File: src/rtl/seq_divider_pkg.sv
// Shared ALU package: divider FSM states, default datapath width and DIV/MOD opcodes.
package seq_divider_pkg;

  localparam int DEFAULT_WIDTH = 4;

  typedef enum logic [1:0] {
    IDLE = 2'd0,
    RUN  = 2'd1,
    DONE = 2'd2
  } state_t;

  // Control unit raises start on either opcode; MOD selects remainder instead of quotient.
  localparam logic [1:0] OP_DIV = 2'b00;
  localparam logic [1:0] OP_MOD = 2'b01;

endpackage

File: src/rtl/seq_divider_div_step.sv
// One combinational restoring-division step: shift in a dividend bit, trial-subtract,
// keep the difference when non-negative.
module div_step #(
  parameter int WIDTH = 4
) (
  input  logic [WIDTH:0]   rem,
  input  logic             quo_msb,
  input  logic [WIDTH-1:0] dvsr,
  output logic [WIDTH:0]   rem_next,
  output logic             q_bit
);

  logic [WIDTH+1:0] sh;
  logic [WIDTH+1:0] diff;

  // rem[WIDTH] is always 0 between steps, so widening by one bit keeps the sign exact.
  assign sh       = {rem, quo_msb};
  assign diff     = sh - {2'b00, dvsr};
  assign q_bit    = ~diff[WIDTH+1];
  assign rem_next = q_bit ? diff[WIDTH:0] : sh[WIDTH:0];

endmodule

File: src/rtl/seq_divider.sv
// Multi-cycle unsigned restoring divider with start/busy/done handshake.
// Define DIV_ZERO_DETECT_EN to enable the one-cycle divide-by-zero fast path.
module seq_divider
  import seq_divider_pkg::*;
#(
  parameter int WIDTH = DEFAULT_WIDTH
) (
  input  logic             clk,
  input  logic             rst,
  input  logic             start,
  input  logic [WIDTH-1:0] dividend,
  input  logic [WIDTH-1:0] divisor,
  output logic             busy,
  output logic             done,
  output logic [WIDTH-1:0] quotient,
  output logic [WIDTH-1:0] remainder,
  output logic             div_zero
);

  localparam int CW = $clog2(WIDTH + 1);

  state_t           state, state_next;
  logic [WIDTH:0]   rem_r, rem_step;
  logic [WIDTH-1:0] quo_r, dvsr_r;
  logic [CW-1:0]    cnt;
  logic             q_bit;
  logic             accept;
  logic             zero_fast;

  assign accept = (state == IDLE) && start;

`ifdef DIV_ZERO_DETECT_EN
  assign zero_fast = (divisor == '0);
`else
  assign zero_fast = 1'b0;
`endif

  div_step #(.WIDTH(WIDTH)) u_step (
    .rem      (rem_r),
    .quo_msb  (quo_r[WIDTH-1]),
    .dvsr     (dvsr_r),
    .rem_next (rem_step),
    .q_bit    (q_bit)
  );

  // NOTE: sequential state uses non-blocking assignments so every register samples pre-edge values.
  always_ff @(posedge clk) begin
    if (rst) state <= IDLE;
    else     state <= state_next;
  end

  // NOTE: default assigned first so no path through the case leaves state_next unassigned (no latch).
  always_comb begin
    state_next = state;
    case (state)
      IDLE:    if (start) state_next = zero_fast ? DONE : RUN;
      RUN:     if (cnt == CW'(1)) state_next = DONE;
      DONE:    state_next = IDLE;
      default: state_next = IDLE;
    endcase
  end

  always_ff @(posedge clk) begin
    if (rst) begin
      rem_r     <= '0;
      quo_r     <= '0;
      dvsr_r    <= '0;
      cnt       <= '0;
      busy      <= 1'b0;
      done      <= 1'b0;
      quotient  <= '0;
      remainder <= '0;
    end else begin
      done <= (state == DONE);
      if (state == DONE) begin
        quotient  <= quo_r;
        remainder <= rem_r[WIDTH-1:0];
      end
      // Accept wins over the clear so back-to-back operations keep busy high.
      if (accept)    busy <= 1'b1;
      else if (done) busy <= 1'b0;

      case (state)
        IDLE: if (start) begin
          dvsr_r <= divisor;
          cnt    <= CW'(WIDTH);
          if (zero_fast) begin
            rem_r <= {1'b0, dividend};
            quo_r <= '1;
          end else begin
            rem_r <= '0;
            quo_r <= dividend;
          end
        end
        RUN: begin
          rem_r <= rem_step;
          quo_r <= {quo_r[WIDTH-2:0], q_bit};
          cnt   <= cnt - CW'(1);
        end
        default: ;
      endcase
    end
  end

`ifdef DIV_ZERO_DETECT_EN
  logic dz_r;

  always_ff @(posedge clk) begin
    if (rst) begin
      dz_r     <= 1'b0;
      div_zero <= 1'b0;
    end else begin
      if (accept) dz_r <= zero_fast;
      if (state == DONE) div_zero <= dz_r;
    end
  end
`else
  assign div_zero = 1'b0;
`endif

endmodule
File: config.mk
export PLATFORM = sky130hd
export DESIGN_NAME = seq_divider
export DESIGN_NICKNAME = d
export VERILOG_FILES = /design/src/rtl/seq_divider_pkg.sv /design/src/rtl/seq_divider_div_step.sv /design/src/rtl/seq_divider.sv
export SDC_FILE = /design/constraint.sdc
export NUM_CORES = 1
export LEC_CHECK = 0
export ABC_AREA = 0
export BUFFER_PORTS_ARGS = -buffer_cell sky130_fd_sc_hd__buf_2
export CORE_UTILIZATION = 59
export CTS_CLUSTER_SIZE = 8
export DETAILED_ROUTE_END_ITERATION = 10
export PLACE_DENSITY = 0.89
export REMOVE_ABC_BUFFERS = 1
export SETUP_SLACK_MARGIN = 0.05
export SYNTH_ARGS = -nofsm -noshare
export SYNTH_HDL_FRONTEND = slang
export SYNTH_SLANG_ARGS = --single-unit
export TNS_END_PERCENT = 20
File: constraint.sdc
create_clock -name clk -period 2.9 [get_ports clk]
set_clock_uncertainty 0.15 [all_clocks]
set_input_delay 0.435 -clock clk [delete_from_list [all_inputs] [get_ports clk]]
set_output_delay 0.435 -clock clk [all_outputs]
set_load 0.01 [all_outputs]
=== Word-level counts from Yosys, hierarchy flattened ===
Cells that the tools add are included.

* Bits in registers: 28
* Latch bits: 0
* RAM bits: 0
* Memory bits (read-only): 0
* Bits of input ports: 11
* Output and inout port bits: 11
* Word-level logic and storage cells: 36
* Memories: 0

* $add $sub $neg: 2
* Multiply operators: 0
* Div/mod/pow operators: 0
* Order comparisons: 0
* Eq/ne operators: 5
* Shift-type cells: 0
* Mux-type cells: 12
* Bitwise operators: 1
* Reductions and logical operators: 7

{| class="wikitable"
|+ Operator list
! operator !! number
|-
| 2-to-1 mux 5 bit || 2
|-
| case mux 5 bit (2 select lines) || 1
|-
| case mux 4 bit (2 select lines) || 1
|-
| case mux 3 bit (2 select lines) || 1
|-
| AND reduction 2 bit || 3
|-
| subtractor 6 x 4 -> 6 bit || 1
|-
| 2-to-1 mux 2 bit || 2
|-
| 2-to-1 mux 4 bit || 1
|-
| inequality test 2 bit (second input constant) || 2
|-
| case mux 2 bit (2 select lines) || 1
|-
| nonzero test 2 bit || 2
|-
| equality test 3 x 1 -> 1 bit (second input constant) || 1
|-
| 2-to-1 mux 3 bit || 1
|-
| subtractor 3 x 1 -> 3 bit (second input constant) || 1
|-
| equality test 2 x 1 -> 1 bit (second input constant) || 1
|-
| equality test 2 bit (second input constant) || 1
|-
| zero test 2 bit || 1
|-
| 2-to-1 mux 1 bit || 2
|-
| logical AND 1 bit || 1
|-
| inverter 1 bit || 1
|}

=== Longest topological paths before layout ===
* Depth in word-level cells: 3
* Gate-level depth with buffers: 9
* Depth with buffers taken out: 9

=== By module ===
Synthesis repeated with hierarchy kept, for this count alone.

* Cell total of the unflattened synthesis: 160
* Area, all modules: 1468.9 um^2

{| class="wikitable"
|+ By module, submodules not included
! module !! times used !! cells each !! area an instance (um^2) !! sequential area each (um^2)
|-
| seq_divider || 1 || 123 || 1124.8 || 560.5
|-
| div_step || 1 || 37 || 344.1 || 0.0
|}

=== Worst setup path before layout ===
Ideal clock, no wire load.

* Path kind: flip-flop to flip-flop
* From: reg rem_r[1]
* To: reg rem_r[0]
* Library setup time: 67 ps
* Arrival time: 1698 ps
* Required time: 2683 ps
* Slack: 985 ps
* Stages on the path, launching flop included: 7
* Path buffers: 0
* Period minus slack after synthesis: 1915 ps
* Cell sequence: dfxtp_1 > ha_1 > or2_1 > o221a_4 > o211ai_4 > mux2_4 > o21ai_2

* Word-level cells in the longest chain between the ends: 3

{| class="wikitable"
|+ RTL lines
! element !! line !! source
|-
| from (decl) || seq_divider.sv:23 || <nowiki>logic [WIDTH:0] rem_r, rem_step;</nowiki>
|-
| from (signal assigned) || seq_divider.sv:88 || <nowiki>rem_r <= {1'b0, dividend};</nowiki>
|-
| from (signal assigned) || seq_divider.sv:96 || <nowiki>rem_r <= rem_step;</nowiki>
|-
| subtractor 6 x 4 -> 6 bit || seq_divider_div_step.sv:18 || <nowiki>assign diff = sh - {2'b00, dvsr};</nowiki>
|-
| 2-to-1 mux 5 bit || seq_divider_div_step.sv:20 || <nowiki>assign rem_next = q_bit ? diff[WIDTH:0] : sh[WIDTH:0];</nowiki>
|-
| case mux 5 bit (2 select lines) || seq_divider.sv:83 || <nowiki>case (state)</nowiki>
|}

Every way passes these cells.
A chain may end at the register's enable or synchronous reset.

=== Worst setup path in the final report ===
Same ends and word-level chain as after synthesis.

==> reports/results.ini <==
[status]
status=finished clean

[final_layout]
antenna_cells=0
fillers=193
final_area_mm2=0.00154
area_growth_syn_to_layout_pct=10.1
layout_commonest_cell=dfxtp_1
mostFrequentLayoutCells=28 x dfxtp_1, 25 x nor2_1, 22 x nand2_1
layout-drive-gt1-share_pct=17.6
finalNonFillerCells=210
layout.nets=201

[die]
coreArea_mm2=0.00223
die_y_um=50.7
die_area_mm2=0.00257
start_util_pct=62.7
die_x_um=50.7
io_pins=22
fp-row-count=17

[cts]
hold_buffers=0
cts_root_buf=clkbuf_4
numClockSinks=28
cts_made_buffers=3
clock_latency_ns=0.33
cts_resized=0
cts_tree=done
clk_path_buf_depth=2
post_cts_buffers=0
path_clk_slew_ns=0.15
htreeDepth=1

[critical_path]
worst-path-max-fanout=5
rr_startpoint=rem_r[1]
path_class=reg2reg
reg2reg_slack_ns=0.76
reg2reg_depth=6
crit_arrival_ns=2.28
startpoint=rem_r[1]
r2r_end=rem_r[0]
critPathLaunchType=register
critPathCaptureType=register
cp_data_required_time_ns=3.03

[run]
cap_violations=0

[routing]
postRouteAntennaNets=0
vias=1194
dr.pass1.iters=4
wl_um=2930
vias_per_cell=5.69
drc_errors=0
routedWlPerCell_um=13.9
dr.first_iter.drc_count=39

[placed_design]
dp_hpwl_um=2220
place.gp.congestion=0.945
place_inst=206
io_buffers=20
dpl_cell_area_mm2=0.00149

[grt]
grt_overflow=0
grt_antenna_before_repair=0
grt_use_total_pct=24.9
grt_pass1_vias=1092
grt_pass1_wl_um=4630
grt_start_max_net_pins=26

[sta]
rsz0062_at_grt=false
slew_headroom_pct=58.6
fin_crit_ns=2.14
fmax_mhz=466
timing.final.setup_violations=0
worst_slew_pin_slew_ns=0.619
min_period_over_period_pct=74.0
slew_violations=0
final.setup.tns_ns=0
hold_viol_final=0

[logic_synthesis]
ys_types=39
synth_edf_count=0
ys_ff_latch=28
synth_seq_area_share_pct=40.0
postSynth.asyncResetShare_pct=0
synthCells=168
synth-main-ff-cell=dfxtp_1
synth_area_mm2=0.00140
ys_warn_count=0
synth_area_per_cell_um2=8.33

[worst_hold_path]
hold_class=in2reg
hold_depth=3
min_from=divisor[1]
holdPathEnd=dvsr_r[1]

[power_and_ir_drop]
swShare_pct=27.4
power_switching_uw=239
seqPwrFrac_pct=49.0
p_comb_share_pct=21.7
clockPowerShare_pct=29.3
p_leak_nw=0.619
peakVddDrop_uv=393
power_density_mw_per_mm2=566
p_int_uw=634

-- critical path, stage by stage (launching register included) --
cell      delay (ns)
dfxtp_1         0.38
ha_1            0.29
or2_1           0.30
o221a_4         0.26
o211ai_4        0.27
mux2_4          0.33
o21ai_2         0.11
-- power groups by stage --
stage | sequential, mW | combinational [mW] | clock [mW]
2_1_floorplan | 0.431 | 0.143 | 0
5_1_grt | 0.430 | 0.205 | 0.268
6_report | 0.428 | 0.189 | 0.256
3_3_place_gp | 0.434 | 0.172 | 0
4_1_cts | 0.427 | 0.189 | 0.262
3_5_place_dp | 0.435 | 0.187 | 0
-- state kept, by name (all words and copies together) (netlist names) --
register	flops
remainder	4
busy	1
rem_r	5
quo_r	4
cnt	3
quotient	4
done	1
state	2
dvsr_r	4
-- final cells by class --
| type | count | area (µm²) | area share (%) |
|---|---|---|---|
| tap | 28 | 35.0 | 2.27 |
| inverter | 10 | 37.5 | 2.44 |
| sequential | 28 | 561 | 36.4 |
| multi-input combinational | 120 | 756 | 49.0 |
| clock buffer | 3 | 22.5 | 1.46 |
| timing repair buffer | 20 | 100 | 6.49 |
| clock inverter | 1 | 30.0 | 1.95 |
-- worst max-delay path by stage --
| stage | endpoint | slack, ns | depth (start not counted) |
|---|---|---|---|
| after floorplan | rem_r[0] | 0.99 | 6 |
| after CTS | rem_r[0] | 0.76 | 6 |
| after detailed placement | rem_r[0] | 0.80 | 6 |
| after global placement | rem_r[0] | 0.91 | 6 |
| final | rem_r[0] | 0.76 | 6 |
| after global routing | rem_r[0] | 0.68 | 6 |
-- metal layers --
layer  wire [µm]  part of all wire, %  vias to the layer above  track usage [%]
li1            -                    -                      598                -
met2        1500                   51                       54             46.9
met3         128                  4.4                       11             3.33
met4         101                  3.5                        0             16.2
met1        1200                   41                      531             25.2
met5           0                    0                        -                0
-- kinds of logic after synthesis --
family	share of synthesized area (%)
simple gates	22.4
compound gates	20.0
flops	40.0
buf+inv	5.99
fa+ha+maj	6.79
mux	3.22
xor+xnor	1.25
other cells	0.268
-- cell usage after synthesis (3+ instances only) --
library cell  instances  area (µm²)
ha_1                  6        75.1
a21oi_1              19        95.1
nor2_1               25        93.8
nor2b_1               5        31.3
dfxtp_1              28         561
nand2_1              22        82.6
inv_1                10        37.5
clkbuf_1              5        18.8
or2_1                 3        18.8
nand3b_1              3        22.5
o21ai_1               4        20.0
mux2i_1               3        30.0
-- per-stage QoR --
step | total power, mW | setup slack, ns | hold WS [ns] | utilization, %
after CTS | 0.877 | 0.760 | 0.166 | 69.0
after floorplan | 0.574 | 0.985 | 0.276 | -
after global routing | 0.903 | 0.679 | 0.169 | 69.0
after global placement | 0.606 | 0.915 | 0.289 | 66.7
after detailed placement | 0.623 | 0.796 | 0.298 | 66.7
final | 0.873 | 0.755 | 0.167 | 69.0
(Power assumes the default switching activity.)
